`config.mk`:
```
export PLATFORM = sky130hd
export DESIGN_NAME = adat_frame_serializer
export DESIGN_NICKNAME = d
export VERILOG_FILES = /design/src/rtl/adat_frame_serializer.sv
export SDC_FILE = /design/constraint.sdc
export NUM_CORES = 1
export LEC_CHECK = 0
export ABC_AREA = 1
export CORE_UTILIZATION = 30
export CTS_CLUSTER_DIAMETER = 150
export DETAILED_ROUTE_END_ITERATION = 6
export HOLD_SLACK_MARGIN = 0.15
export PLACE_DENSITY = 0.46
export RECOVER_POWER = 25
export SLEW_MARGIN = 20
export SYNTH_ARGS = -nofsm -noshare
export SYNTH_HDL_FRONTEND = slang
export SYNTH_SLANG_ARGS = --single-unit
```
`constraint.sdc`:
```
create_clock -name clk -period 10.16 [get_ports clk]
set_input_delay 1.016 -clock clk [delete_from_list [all_inputs] [get_ports clk]]
set_output_delay 1.016 -clock clk [all_outputs]
set_load 0.005 [all_outputs]
```
`src/rtl/adat_frame_serializer.sv`:
```
// ADAT frame transmitter: latches eight 24-bit channels plus the user nibble once per
// 256-bit frame and drives the NRZI-encoded line at one frame bit per clock.
module adat_frame_serializer #(
    parameter int REQUEST_LEAD = 16,
    parameter bit INVERT_OUT   = 1'b0
) (
    input  logic                    clk,
    input  logic                    rst,
    input  logic signed [7:0][23:0] audio_bus,
    input  logic [3:0]              user_bits,
    output logic                    data_request,
    output logic                    frame_start,
    output logic                    adat_bitstream
);

    localparam logic [7:0] REQ_IDX  = 8'(256 - REQUEST_LEAD);
    localparam logic       LINE_RST = INVERT_OUT;

    logic         r_started;
    logic [7:0]   r_bit_idx;
    logic [2:0]   r_pos;
    logic [191:0] r_shift;
    logic [3:0]   r_user;
    logic         r_req;
    logic         r_fs;
    logic         r_line;

    logic [7:0]   w_next_idx;
    logic [191:0] w_payload;
    logic         w_in_data;
    logic [1:0]   w_user_sel;
    logic         w_bit;

    // The first edge after reset release only arms the counter, so index 0
    // (and frame_start) occupies the first full cycle after release.
    assign w_next_idx = r_started ? r_bit_idx + 8'd1 : 8'd0;
    assign w_payload  = {audio_bus[0], audio_bus[1], audio_bus[2], audio_bus[3],
                         audio_bus[4], audio_bus[5], audio_bus[6], audio_bus[7]};
    assign w_in_data  = (r_bit_idx[7:4] != 4'd0);
    assign w_user_sel = ~r_bit_idx[1:0];

    always_comb begin
        w_bit = 1'b0;
        if (w_in_data)
            w_bit = (r_pos == 3'd0) ? 1'b1 : r_shift[191];
        else if (r_bit_idx == 8'd0 || r_bit_idx == 8'd11)
            w_bit = 1'b1;
        else if (r_bit_idx >= 8'd12)
            w_bit = r_user[w_user_sel];
    end

    // Payload shadow is consumed as a shift register: each data slot takes the MSB.
    always_ff @(posedge clk or posedge rst) begin
        if (rst) begin
            r_started <= 1'b0;
            r_bit_idx <= 8'd0;
            r_pos     <= 3'd0;
            r_shift   <= '0;
            r_user    <= 4'd0;
            r_req     <= 1'b0;
            r_fs      <= 1'b0;
            r_line    <= LINE_RST;
        end else begin
            r_started <= 1'b1;
            r_bit_idx <= w_next_idx;
            r_fs      <= (w_next_idx == 8'd0);
            r_req     <= (w_next_idx == REQ_IDX);
            if (r_started) begin
                r_line <= r_line ^ w_bit;
                r_pos  <= (r_bit_idx == 8'd15 || r_pos == 3'd4) ? 3'd0 : 3'(r_pos + 3'd1);
                if (r_bit_idx == 8'd255) begin
                    r_shift <= w_payload;
                    r_user  <= user_bits;
                end else if (w_in_data && r_pos != 3'd0) begin
                    r_shift <= {r_shift[190:0], 1'b0};
                end
            end
        end
    end

    assign data_request   = r_req;
    assign frame_start    = r_fs;
    assign adat_bitstream = r_line;

endmodule

```
Word level (Yosys, flattened, before mapping):

Index checks and enable logic that the tools add are counted.

* flip-flop bits (word level): 211
* input port bits: 198
* output and inout port bits: 3
* logic and storage cells: 40

* add/subtract/negate cells: 2
* magnitude comparators: 2
* eq/ne operators: 5
* multiplexer cells: 10
* bitwise operators: 2
* reduce and logical (&&, ||, !) cells: 11

Operator list (number)
* two-way mux 192 bit: 2
* == test 8 x 4 -> 1 bit (second input constant): 2
* == test 8 bit (second input constant): 2
* zero test 8 bit: 2
* adder 8 x 1 -> 8 bit (second input constant): 1
* greater-or-equal comparator 8 x 4 -> 1 bit (second input constant): 1
* two-way mux 8 bit: 1
* two-way mux 1 bit: 5
* AND reduction 2 bit: 2
* nonzero test 4 bit: 1
* adder 3 x 1 -> 3 bit (second input constant): 1
* == test 3 bit (second input constant): 1
* zero test 3 bit: 1
* < comparator 2 x 3 -> 1 bit (second input constant): 1
* two-way mux 3 bit: 1
* nonzero test 3 bit: 1
* binary-select mux 1 bit (select 2 bit): 1
* logical OR 1 bit: 2
* inverter 2 bit: 1
* nonzero test 2 bit: 1
* logical AND 1 bit: 1
* XOR 1 bit: 1

Depth between registers and ports, before layout:

Gate-level depths: netlist (run 1).

* depth in word-level cells: 7
* gate-level depth with buffers: 11
* depth with buffers taken out: 11

Least setup slack after synthesis (run 1):

Ideal clock, no wire load.

* path type: register to register
* start point: register r_bit_idx[0]
* end point: register r_shift[27]
* library setup time: 66 ps
* data arrival time: 1574 ps
* required time: 10094 ps
* path slack: 8521 ps
* cell stages (with the launch flop): 11
* buffers on the path: 2
* clock period less this slack: 1639 ps
* cells stage by stage: dfrtp_1 ha_1 nand2_1 nor2_2 nand2_1 buf_2 clkbuf_1 nand2_1 nand2_1 nand3_1 nand2_1

* longest elaborated chain between the ends: 3
* elaborated cells between the ends (all ways): 4
* classes of those cells: eq/ne: 1; mux: 1; reduce/logical: 2

RTL lines
* from (decl): line 20 `logic [7:0] r_bit_idx;`
* from (signal assigned): line 65 `r_bit_idx <= w_next_idx;`
* == test 8 bit *: line 71 `if (r_bit_idx == 8'd255) begin`
* nonzero test 2 bit (no source line)
* AND reduction 2 bit (no source line)
* to (signal assigned): line 72 `r_shift <= w_payload;`
* to (signal assigned): line 75 `r_shift <= {r_shift[190:0], 1'b0};`
* to (decl): line 22 `logic [191:0] r_shift;`

Mark *: on every way between the ends. The rest lies on a longest branch, timed or not.
A chain may end at the register's enable or synchronous reset.

==> impl_metrics.ini, run 1 <==
[placement]
place_congestion = 0.740
hpwl_um = 19200
post_dp_cell_area_sq_um = 13400
port-buffer-count = 200

[synth]
syn_inst = 1619
avgSynthCellArea_sq_um = 6.99
ys_ff_latch = 211
synth_cell_type_count = 21
synthesis.yosys.warnings = 0
synth_area_leaders = dfrtp_1, nand2_1, nand3_1
ys_seq_area_share_pct = 46.7
synth_top_area_cell = dfrtp_1
async_reset_ff_share_pct = 100
yosys-top-cells-count = nand2_1, nand3_1, dfrtp_1
synth-edff-count = 0
synth_top_area_share_pct = 46.7
synth.most_common_cell = nand2_1
syn_nets = 1821
synth_ff_type = dfrtp_1
syn_area_sq_um = 11300

[floorplan]
die_area_sq_um = 38500
coreArea_sq_um = 36900
core.rowCount = 70
io_pins = 201
die_y_um = 196
initial_core_util_pct = 30.7
die_w_um = 196

[pwr]
ir_drop_mv = 0.0925
seq_power_share_pct = 44.5
p_per_area_nw_per_um2 = 136
clkPwrFrac_pct = 48.0
switching_share_pct = 22.8
p_sw_mw = 0.441
p_leak_nw = 6.80
p_int_mw = 1.50
comb_power_share_pct = 7.5

[timing]
clock.fmax_mhz = 232
finalSetupTns_ps = 0
maxSlewViolCount = 140
finalSetupViolations = 0
relSlewSlack_pct = -163
tightestPinTransition_ps = 3930
hold_violations = 0
post-route-period-util_pct = 42.4
rsz0062_at_grt = no
layout_min_cycle_time_ps = 4310
fin_skew_ps = 15.8

[routing]
routed_wl_um = 33300
firstDrtPassIters = 5
dr_total_vias = 10600
drt-initial-drc-count = 748
viasPerCell = 4.68
wl_per_cell_um = 14.8
detail-route-antenna-nets = 0
drc = 0

[clocking]
post_cts_resized = 0
clk_path_buf_depth = 3
holdBufCountCts = 0
clkTransAtPathRegs_ps = 60
worstSkewPairLatency_ps = 530
cts_buffers = 27
postCtsSetupBuffers = 0
htreeDepth = 1
cts_sinks = 211
root_buffer = clkbuf_16
cts_tree = yes

[worst_hold_path]
min_path_type = reg2reg

[critical_path]
cp.required_ps = 10680
cp.arrival_ps = 4830
startpoint_type = input port
critPathCaptureType = asynchronous set/reset pin
max_stage_delay_ps = 2190
crit_chain = dlygate4sd3_1, clkinvlp_2, buf_4
cp_max_fo = 84
criticalPathCategory = in2async
slowest_stage = clkinvlp_2

[run_status]
violations = capacitance limit, slew limit
status = finished with violations

[final_layout]
fin_area_sq_um = 14300
seqCellArea_sq_um = 5280
final_layout_size_suffix_gt1_share_pct = 3.54
syn_to_final_growth_pct = 26.2
multi_input_area_sq_um = 5300
insertedDiodeCount = 0
nFillCells = 3951
fin_nets = 1936
final_util_pct = 38.7

[global_routing]
grt_use_met2_pct = 27.4
grt_pass1_vias = 10300
grt.total_usage_pct = 17.2
grt_start_max_net_pins = 103
busiest_layer = met2
met3_usage_pct = 2.30
overflow = 0
use_met1_pct = 25.1
antenna_found_initial = 0
grt_pass1_wl_um = 54700

[flow_run]
drv_cap = 2
flip-flops by register name, indices dropped and copies added (netlist names):
register / flops
frame_start: 1
data_request: 1
r_started: 1
adat_bitstream: 1
r_user: 4
r_shift: 192
r_bit_idx: 8
r_pos: 3
area by class of cell:
cell class              instances  area share (%)
clock buffers                  42            5.61
clock inverters                 6           0.385
repair buffers                214            14.8
inverters                      29           0.771
multi-input cells            1251            37.1
well taps                     504            4.41
flip-flops and latches        211            37.0
metrics by stage:
step           hold slack, ps  cells  total power [mW]  setup slack, ps
2_1_floorplan             442   1619             0.919             3380
3_3_place_gp              460   2209              1.03             6690
3_5_place_dp              461   2209              1.03             6670
4_1_cts                   476   2257              1.97             6650
5_1_grt                   491   2257              2.01             5120
6_report                  472   2257              1.94             5850
worst paths after layout:
check	end	cells after the start	startpoint	slack (ps)
worst max-delay path	r_shift[19]	3	rst	5850
worst min register to register	r_user[3]	2	r_user[3]	470
min in group asynchronous	r_shift[124]	2	rst	2120
worst min-delay path	r_user[3]	2	r_user[3]	470
max in group clk	r_shift[18]	4	r_started	6300
worst max register to register	r_shift[18]	4	r_started	6300
logic make-up after synthesis:
kind of cell             share of synthesized area (%)
buffers and inverters                             6.86
adder cells (fa/ha/maj)                          0.442
AO/OA/AOI/OAI                                    0.265
flip-flops                                        46.7
AND/OR/NAND/NOR                                   45.7
other                                           0.0331
XOR/XNOR                                        0.0774
worst max-delay path: cells and delay by family:
family / cells / cell delay [ps]
buffers and inverters: 3 / 3730
routing by layer:
| layer | vias up | wire [um] |
|---|---|---|
| li1 | 5378 | - |
| met1 | 4956 | 16300 |
| met2 | 188 | 15300 |
| met3 | 30 | 1230 |
| met4 | 0 | 493 |
| met5 | - | 0 |
cells in the final DEF (no fill, tap or decap):
cell type	netlist	final
a21oi_1	1	1
buf_4	3	13
buf_6	10	1
bufinv_16	0	1
clkbuf_1	32	8
clkbuf_16	0	27
clkbuf_8	0	7
clkdlybuf4s50_1	0	197
clkinv_2	0	5
clkinvlp_2	0	1
conb_1	1	1
dfrtp_1	211	211
dlygate4sd3_1	0	3
ha_1	4	4
inv_1	28	27
inv_2	1	1
nand2_1	818	815
nand2_4	0	3
nand3_1	400	400
nand3b_1	1	1
nand4_1	1	1
nor2_1	16	16
nor2_4	0	1
nor3_4	0	1
o21ai_0	5	5
or2_2	1	1
xor2_1	1	1
power groups by stage:
| stage | logic [mW] | registers [mW] | clock network [mW] |
|---|---|---|---|
| after floorplan | 0.0471 | 0.872 | 0 |
| after global placement | 0.149 | 0.877 | 0 |
| after detailed placement | 0.149 | 0.877 | 0 |
| after CTS | 0.150 | 0.862 | 0.959 |
| after global routing | 0.160 | 0.863 | 0.992 |
| final | 0.146 | 0.862 | 0.929 |
Note: power is estimated with default switching activity, not from simulation.
==> run 2: changes to the inputs <==
Settings changed: PLACE_DENSITY 0.46 to 0.48.
Clock period 10.16 ns to 3.87 ns, I/O delays scaled along.
==> run 2 against run 1 <==
Effect of this change: the run still ends with capacitance limit, slew limit left; non-clock buffer count is 1 lower; critical path depth is 6 higher; sequential share of layout area is 0.35 points lower.
==> impl_metrics.ini, run 2 (same netlist as run 1, synthesis figures left out) <==
[pwr]
comb_power_share_pct = 7.8
p_per_area_nw_per_um2 = 356
p_leak_nw = 6.85
clkPwrFrac_pct = 48.3
ir_drop_mv = 0.305
switching_share_pct = 22.4
p_int_mw = 3.99
p_sw_mw = 1.15
seq_power_share_pct = 43.9

[critical_path]
cp.arrival_ps = 2740
startpoint_type = flip-flop
criticalPathCategory = reg2reg
critPathCaptureType = flip-flop
cp_max_fo = 68
cp.required_ps = 4280

[placement]
port-buffer-count = 200
place_congestion = 0.737
pre_cts_slack_ps = 1550
hpwl_um = 18100

[timing]
finalSetupViolations = 0
hold_violations = 0
relSlewSlack_pct = -24.7
finalSetupTns_ps = 0
worst_slack_ps = 1540
maxSlewViolCount = 31
post-route-period-util_pct = 60.2
layout_min_cycle_time_ps = 2330
rsz0062_at_grt = no
fin_skew_ps = 8.18
tightestPinTransition_ps = 1860
clock.fmax_mhz = 429

[global_routing]
grt.total_usage_pct = 17.3
overflow = 0
grt_pass1_vias = 10600
antenna_found_initial = 0
grt_pass1_wl_um = 55000
grt_start_max_net_pins = 192

[floorplan]
initial_core_util_pct = 30.7
io_pins = 201
die_y_um = 196
core.rowCount = 70
die_area_sq_um = 38500
coreArea_sq_um = 36900
die_w_um = 196

[final_layout]
final_common_cell = nand2_1
final_cell_mix = nand2_1, nand3_1, dfrtp_1
final_layout_size_suffix_gt1_share_pct = 3.65
fin_nets = 1934
syn_to_final_growth_pct = 27.5
reg_top3 = r_shift x192, r_bit_idx x8, r_user x4
insertedDiodeCount = 0
regMostFlops = r_shift
largest_register_ffs = 192

[clocking]
htreeDepth = 1
postCtsSetupBuffers = 0
cts_tree = yes
clkTransAtPathRegs_ps = 60
worstSkewPairLatency_ps = 530
cts_sinks = 211
holdBufCountCts = 0
post_cts_resized = 0
clk_path_buf_depth = 3
cts_buffers = 26
root_buffer = clkbuf_16

[routing]
detail-route-antenna-nets = 0
wl_per_cell_um = 14.8
viasPerCell = 4.71
firstDrtPassIters = 5
drt-initial-drc-count = 740
drc = 0
routed_wl_um = 33300
dr_total_vias = 10600

[worst_hold_path]
min_path_type = in2reg

[run_status]
status = finished with violations
violations = capacitance limit, slew limit

[flow_run]
drv_cap = 1
-- run 2: changes by cell type in the layout (fill, tap and decap cells not counted) --
cell,previous run,this run
buf_12,0,10
buf_4,13,3
buf_6,1,0
clkbuf_1,8,6
clkbuf_8,7,10
clkdlybuf4s50_1,197,199
clkinv_2,5,4
dfrtp_1,211,210
dfrtp_4,0,1
dlygate4sd3_1,3,1
-- run 2: worst paths after layout --
check	slack (ps)	endpoint	from	cells past startpoint
setup reg to reg	1540	r_shift[135]	r_bit_idx[0]	9
min in group asynchronous	790	r_shift[99]	rst	2
setup / recovery	1540	r_shift[135]	r_bit_idx[0]	9
hold reg to reg	470	r_user[0]	r_user[0]	2
max in group asynchronous	2080	r_shift[147]	rst	3
hold / removal	460	r_user[0]	user_bits[0]	3
-- run 2: power groups by stage --
stage	Sequential (mW)	Clock, mW	Combinational, mW
2_1_floorplan	2.29	0	0.124
3_3_place_gp	2.29	0	0.411
3_5_place_dp	2.29	0	0.411
4_1_cts	2.25	2.57	0.412
5_1_grt	2.26	2.65	0.441
6_report	2.26	2.48	0.402
-- run 2: final cells by class --
class,instances,area (sq um)
repair buffers,213,2220
inverters,29,110
fillers,3835,22400
multi-input cells,1251,5300
well taps,504,631
clock buffers,43,836
clock inverters,5,50.0
flip-flops and latches,211,5280
-- run 2: stage by stage --
stage	cell area, sq um	hold slack [ps]	std cells	power (mW)	util, %
2_1_floorplan	11300	442	1619	2.41	-
3_3_place_gp	13500	460	2208	2.70	36.7
3_5_place_dp	13500	465	2208	2.70	36.7
4_1_cts	14400	411	2256	5.24	39.1
5_1_grt	14400	456	2256	5.35	39.1
6_report	14400	456	2256	5.14	39.1
-- run 2: layer usage --
| layer | vias up | part of all wire, % | routed length [um] | GRT usage, % |
|---|---|---|---|---|
| met5 | - | 0 | 0 | 0 |
| met4 | 0 | 1.7 | 562 | 3.67 |
| met3 | 30 | 3.5 | 1180 | 1.89 |
| met2 | 199 | 48 | 15800 | 29.5 |
| met1 | 5031 | 47 | 15700 | 23.7 |
| li1 | 5377 | - | - | - |
-- run 2: critical path, cell delays in order (launching register included) --
cell	delay [ps]
dfrtp_1	460
ha_1	250
nand2_1	130
nor2_4	170
nand2_4	90
nand2_4	100
nand2_4	370
buf_12	400
nand2_1	110
nand2_1	50
==> run 3: changes to the inputs <==
Clock period 3.87 ns to 1.9 ns, I/O delays scaled along.
==> run 3 against run 2 <==
Effect of this change: the run now ends clean; critical path depth unchanged; first-iteration DRC count shrank 8.5%; wire length is 1.4% higher.
==> impl_metrics.ini, run 3 (same netlist as run 1, synthesis figures left out) <==
[run_status]
status = completed

[pwr]
p_per_area_nw_per_um2 = 695
p_sw_mw = 2.37
switching_share_pct = 22.9
comb_power_share_pct = 8.0
seq_power_share_pct = 44.2
ir_drop_mv = 0.600
clkPwrFrac_pct = 47.7
p_leak_nw = 7.12
finalPower_mw = 10.4
p_int_mw = 8.01

[clocking]
root_buffer = clkbuf_16
cts_sinks = 211
worstSkewPairLatency_ps = 530
cts_tree = yes
clkTransAtPathRegs_ps = 60
clk_path_buf_depth = 3
htreeDepth = 1
cts_buffers = 26

[timing]
hold_slack_ps = 250
finalSetupTns_ps = 0
post-route-period-util_pct = 92.6
layout_min_cycle_time_ps = 1760
relSlewSlack_pct = 60.6
hold_violations = 0
finalSetupViolations = 0
rsz0062_at_grt = no
fin_skew_ps = 7.20
clock.fmax_mhz = 569
maxSlewViolCount = 0
tightestPinTransition_ps = 588

[routing]
routed.top_layer = met4
dr_total_vias = 10700
drc = 0
dr_wl_met3_um = 1490
firstDrtPassIters = 5
met2WireLength_um = 15400
drt-initial-drc-count = 677
viasPerCell = 4.68
detail-route-antenna-nets = 0
wl_per_cell_um = 14.7
drt-met1-wl_um = 16300
routed_wl_um = 33800

[critical_path]
cp_max_fo = 39
cp.arrival_ps = 2220
r2r_setup_slack_ps = 140
critPathCaptureType = flip-flop
cp.required_ps = 2370
criticalPathCategory = reg2reg
startpoint_type = flip-flop

[placement]
port-buffer-count = 200
hpwl_um = 20900
placed_cells = 2243
place_congestion = 0.765

[floorplan]
coreArea_sq_um = 36900
io_pins = 201
initial_core_util_pct = 30.7
die_w_um = 196
die_area_sq_um = 38500
die_y_um = 196
core.rowCount = 70

[global_routing]
grt_pass1_vias = 10400
antenna_found_initial = 0
grt_start_max_net_pins = 102
grt.total_usage_pct = 17.4
overflow = 0
grt_pass1_wl_um = 55200

[final_layout]
regMostFlops = r_shift
syn_to_final_growth_pct = 32.1
final_common_cell = nand2_1
insertedDiodeCount = 0
final_layout_size_suffix_gt1_share_pct = 5.59
nFillCells = 3809
final_util_pct = 40.5
fin_cells = 2293
largest_register_ffs = 192
fin_nets = 1972
reg_top3 = r_shift x192, r_bit_idx x8, r_user x4
final_cell_mix = nand2_1, nand3_1, dfrtp_1

[worst_hold_path]
min_path_type = in2reg

[flow_run]
drv_cap = 0
-- run 3: changes by cell type in the layout (fill, tap and decap cells not counted) --
cell,change
buf_12,+14
buf_4,+14
clkbuf_4,+4
buf_16,+3
clkbuf_8,-3
clkinv_2,+2
clkbuf_1,+1
clkbuf_16,+1
dlygate4sd3_1,+1
nand2_1,-1
nand2_2,+1
nand2_4,-1
nand2_8,+1
-- run 3: final cells by class --
class	instances	area, sq um	area share (%)
inverters	29	110	0.737
multi-input cells	1251	5310	35.5
clock buffers	40	795	5.32
flip-flops and latches	211	5280	35.4
well taps	504	631	4.22
clock inverters	7	60.1	0.402
repair buffers	251	2760	18.5
-- run 3: timing repair --
| item | CTS | global route |
|---|---|---|
| gates resized for setup | 0 | 5 |
| endpoints found under the setup margin | 0 | 83 |
| buffers inserted | 0 | 1 |
| hold buffers | 1 | 0 |
| hold endpoints to repair | 4 | 0 |
-- run 3: per-layer routing --
| metal | GRT usage, % | vias to the layer above |
|---|---|---|
| li1 | - | 5459 |
| met1 | 24.9 | 5018 |
| met2 | 28.0 | 225 |
| met3 | 2.20 | 38 |
| met4 | 3.94 | 0 |
| met5 | 0 | - |
-- run 3: final timing paths --
check                        startpoint           end  cells after the start
max                        r_bit_idx[0]  r_shift[142]                      9
min                        user_bits[1]     r_user[1]                      3
max reg2reg                r_bit_idx[0]  r_shift[142]                      9
min reg2reg                   r_user[0]     r_user[0]                      2
max in group asynchronous           rst  r_shift[142]                      4
min in group asynchronous           rst   r_shift[93]                      3
-- run 3: metrics by stage --
stage	instance area, sq um	worst slack [ps]
5_1_grt	14900	12.1
2_1_floorplan	11300	-1030
4_1_cts	14900	71.6
3_5_place_dp	14100	98.5
6_report	14900	141
3_3_place_gp	14100	125
-- run 3: power groups by stage --
stage	clock (mW)	sequential (mW)	combinational, mW
2_1_floorplan	0	4.66	0.253
3_5_place_dp	0	4.67	0.867
4_1_cts	5.12	4.59	0.872
3_3_place_gp	0	4.67	0.867
5_1_grt	5.29	4.60	0.922
6_report	4.96	4.59	0.835
-- run 3: critical path, cell delays in order, from the launching register on --
cell and delay (ps):
dfrtp_1 350, ha_1 180, nand2_2 90, nor2_4 210
buf_12 220, buf_16 210, nand3_1 120, nand2_1 110
nand3_1 70, nand2_1 90
